--- src/rtl/serial_frame_tx.sv ---
// Parallel-in, serial-out frame transmitter: start bit, data MSB-first,
// optional even-parity bit, stop bit; each bit held for BIT_CYCLES clocks.
module serial_frame_tx #(
    parameter int DATA_WIDTH = 8,
    parameter int BIT_CYCLES = 4,
    parameter bit PARITY_EN  = 1'b1
) (
    input  logic                  clk,
    input  logic                  reset,
    input  logic [DATA_WIDTH-1:0] tx_data,
    input  logic                  tx_valid,
    output logic                  tx_ready,
    output logic                  data_out,
    output logic                  busy,
    output logic                  frame_done
);

    localparam int CW = (BIT_CYCLES > 1) ? $clog2(BIT_CYCLES) : 1;
    localparam int BW = (DATA_WIDTH > 1) ? $clog2(DATA_WIDTH) : 1;
    localparam logic [CW-1:0] CYC_LAST = CW'(BIT_CYCLES - 1);
    localparam logic [BW-1:0] BIT_LAST = BW'(DATA_WIDTH - 1);

    typedef enum logic [2:0] {
        S_IDLE,
        S_START,
        S_DATA,
        S_PARITY,
        S_STOP
    } state_t;

    state_t                state_q, state_n;
    logic [CW-1:0]         cyc_q, cyc_n;
    logic [BW-1:0]         bit_q, bit_n;
    logic [DATA_WIDTH-1:0] shift_q, shift_n;
    logic                  parity_q, parity_n;
    logic                  data_out_n, frame_done_n;
    logic                  cyc_last;

    assign cyc_last = (cyc_q == CYC_LAST);

    // Outputs are computed from the next state and registered alongside it,
    // so every port is a flop output.
    always_comb begin
        state_n  = state_q;
        cyc_n    = cyc_q;
        bit_n    = bit_q;
        shift_n  = shift_q;
        parity_n = parity_q;

        case (state_q)
            S_IDLE: begin
                if (tx_valid && tx_ready) begin
                    state_n  = S_START;
                    cyc_n    = '0;
                    shift_n  = tx_data;
                    parity_n = ^tx_data;
                end
            end
            S_START: begin
                if (cyc_last) begin
                    state_n = S_DATA;
                    cyc_n   = '0;
                    bit_n   = '0;
                end else begin
                    cyc_n = cyc_q + 1'b1;
                end
            end
            S_DATA: begin
                if (cyc_last) begin
                    cyc_n   = '0;
                    shift_n = shift_q << 1;
                    if (bit_q == BIT_LAST) begin
                        state_n = PARITY_EN ? S_PARITY : S_STOP;
                    end else begin
                        bit_n = bit_q + 1'b1;
                    end
                end else begin
                    cyc_n = cyc_q + 1'b1;
                end
            end
            S_PARITY: begin
                if (cyc_last) begin
                    state_n = S_STOP;
                    cyc_n   = '0;
                end else begin
                    cyc_n = cyc_q + 1'b1;
                end
            end
            S_STOP: begin
                if (cyc_last) begin
                    state_n = S_IDLE;
                    cyc_n   = '0;
                end else begin
                    cyc_n = cyc_q + 1'b1;
                end
            end
            default: begin
                state_n = S_IDLE;
                cyc_n   = '0;
            end
        endcase

        data_out_n   = 1'b1;
        frame_done_n = 1'b0;
        case (state_n)
            S_START:  data_out_n = 1'b0;
            S_DATA:   data_out_n = shift_n[DATA_WIDTH-1];
            S_PARITY: data_out_n = parity_n;
            S_STOP:   frame_done_n = (cyc_n == CYC_LAST);
            default:  data_out_n = 1'b1;
        endcase
    end

    // NOTE: sequential state uses non-blocking assignments only; the
    // combinational block above uses blocking ones with defaults first.
    always_ff @(posedge clk) begin
        if (reset) begin
            state_q    <= S_IDLE;
            cyc_q      <= '0;
            bit_q      <= '0;
            data_out   <= 1'b1;
            tx_ready   <= 1'b1;
            busy       <= 1'b0;
            frame_done <= 1'b0;
        end else begin
            state_q    <= state_n;
            cyc_q      <= cyc_n;
            bit_q      <= bit_n;
            data_out   <= data_out_n;
            tx_ready   <= (state_n == S_IDLE);
            busy       <= (state_n != S_IDLE);
            frame_done <= frame_done_n;
        end
    end

    // NOTE: the word and parity registers are left unreset: they are always
    // loaded on acceptance before any state that reads them.
    always_ff @(posedge clk) begin
        shift_q  <= shift_n;
        parity_q <= parity_n;
    end

endmodule

--- config.mk ---
export PLATFORM = sky130hd
export DESIGN_NAME = serial_frame_tx
export DESIGN_NICKNAME = d
export VERILOG_FILES = /design/src/rtl/serial_frame_tx.sv
export SDC_FILE = /design/constraint.sdc
export NUM_CORES = 1
export LEC_CHECK = 0
export CAP_MARGIN = 20
export CORE_AREA = 2 2 50 52
export DETAILED_ROUTE_END_ITERATION = 12
export DIE_AREA = 0 0 52 54
export PLACE_DENSITY = 0.71
export SYNTH_ARGS = -nofsm -noshare
export SYNTH_HDL_FRONTEND = slang
export SYNTH_SLANG_ARGS = --single-unit
--- constraint.sdc ---
create_clock -name clk -period 3.2 [get_ports clk]
set_clock_uncertainty 0.2 [all_clocks]
set_input_delay 0.8 -clock clk [delete_from_list [all_inputs] [get_ports clk]]
set_output_delay 0.8 -clock clk [all_outputs]
set_load 0.01 [all_outputs]
==> reports/metrics.cfg <==
[outcome]
status=finished, final reports clean

[timing]
rsz0062_at_grt=false
worstMarginPinSlew_ps=516
setup_tns_ps=0
post-route-min-period_ps=2310
hold_viol_final=0
relSlewSlack_pct=65.5
worst_slack_ps=892
setup_viol=0
max_freq_mhz=433
drv_slew=0
post-route-period-util_pct=72.1
whs_ps=297

[setup_path]
criticalPathCategory=in -> reg
critPathArrivalTime_ps=2090
cp_max_fo=9
cp-start-kind=input pin
crit_path_end_kind=flop
critical_path_required_ps=2980

[floorplan]
initial_core_util_pct=46.2
chipHeight_um=54
ios=15
fp.dieW_um=52
core_um2=2320
die_area_um2=2810
rows=18

[synthesis]
ys_seq_area_share_pct=45.8
synth_nets=113
yosys.area.top_type=dfxtp_1
synth_commonest_cells=dfxtp_1, nor2_1, xnor2_1
ys_warn_count=0
ys_types=42
synth-edff-count=7
synthCells=99
synth_top_flop_cell=dfxtp_1
synth-async-reset-ratio_pct=0
avgSynthCellArea_um2=10.8
synth_top_cells_by_area=dfxtp_1, edfxtp_1, xnor2_1, a22o_1, ha_1
synth_top_area_share_pct=26.2
synth_seq_cells=21
syn_area_um2=1070
yosysMostFrequentCell=dfxtp_1

[layout]
areaGrowthSynthToFinish_pct=16.2
layout-drive-gt1-share_pct=9.82
nets=127
fin_util_pct=53.7
antenna_cells=0

[clock_tree]
hold_buffers=0
cts.repair.resized=0
cts_setup_buffers=0
cts_sinks=21
cts_tree=done
htree_num_levels=1
cts_made_buffers=3
clk_latency_ps=300
clkTransAtPathRegs_ps=120
clk_path_buf_depth=2
cts_root_buf=clkbuf_4

[routing]
drt_first_iter_violations=16
vias=786
ant_nets=0
drcViolationCount=0
firstDrtPassIters=4
drt-total-wl_mm=1.96
routed_via_density=5.54
wl_per_cell_um=13.8

[global_routing]
grt_max_degree=15
grt_pass1_vias=713
grt.total_usage_pct=15.6
antenna_found_initial=0
overflow=0
grt_pass1_wl_mm=3.18

[place]
hpwl_mm=1.42
gp_congestion=0.723
io_buffers=14
post-place-ws_ps=562

[hold_path]
min_path_type=reg -> reg

[job]
cap_violations=0

[pwr]
pwr_density_cell_nw_per_um2=425
ir_drop_v=0.000339
p_leak_nw=0.460
fin_total_pwr_uw=529

[state kept, by name, summed over array words and instances, names as in the netlist, 2 cells and up]
register	flops
state_q	3
bit_q	3
cyc_q	2
shift_q	8
[report_power, final]
group / switching [mW] / internal [mW] / total, mW
Combinational: 0.0452 / 0.0495 / 0.0947
Sequential: 0.0112 / 0.297 / 0.308
Clock: 0.0790 / 0.0466 / 0.126
Total: 0.135 / 0.393 / 0.529
[critical path, stage by stage]
cell and delay, ps:
clkdlybuf4s50_1 520, nand2_1 120, nor3_4 290, nand2b_1 360
[final timing paths]
path                   start    endpoint  slack, ps  cells past startpoint
setup / recovery    tx_valid  shift_q[6]        890                      4
hold reg to reg   shift_q[7]  shift_q[7]        300                      2
hold / removal    shift_q[7]  shift_q[7]        300                      2
setup reg to reg  state_q[0]  shift_q[6]       1130                      3
[layer usage]
layer  vias up  global-route usage, %  part of all wire [%]
met2        17                   25.1                    47
met3         4                   3.33                   4.2
met5         -                      0                     0
met1       368                   20.9                    47
li1        397                      -                     -
met4         0                   5.26                   1.2
[per-stage QoR]
step / area [um2] / cells
4_1_cts: 1240 / 142
3_3_place_gp: 1220 / 138
2_1_floorplan: 1070 / 99
6_report: 1240 / 142
3_5_place_dp: 1220 / 138
5_1_grt: 1240 / 142
[logic make-up after synthesis]
| family | share of synthesized area [%] |
|---|---|
| mux | 0.935 |
| flops | 45.8 |
| simple gates | 18.1 |
| fa+ha+maj | 3.51 |
| xor+xnor | 7.36 |
| buf+inv | 4.79 |
| compound gates | 19.5 |
[layout make-up]
type / count / area, um2
clock buffer: 3 / 22.5
tap: 30 / 37.5
fill: 217 / 1070
clock inverter: 1 / 5.00
inverter: 3 / 12.5
timing repair buffer: 15 / 148
multi-input combinational: 69 / 529
sequential: 21 / 490
[layout by cell type (no fill, tap or decap), types with 2 or more instances in the layout]
| cell | netlist | routed |
|---|---|---|
| edfxtp_1 | 7 | 7 |
| inv_1 | 2 | 2 |
| a21oi_1 | 4 | 4 |
| nand2_1 | 6 | 6 |
| clkbuf_4 | 0 | 3 |
| clkdlybuf4s50_1 | 0 | 14 |
| dfxtp_1 | 14 | 14 |
| and3_1 | 2 | 2 |
| o311ai_1 | 2 | 2 |
| ha_1 | 3 | 3 |
| a22o_1 | 6 | 6 |
| clkinv_2 | 1 | 2 |
| nor2_1 | 10 | 10 |
| xnor2_1 | 9 | 9 |
| a22oi_1 | 2 | 2 |
| nor4bb_1 | 2 | 2 |
Power figures use the tool's default switching activity.
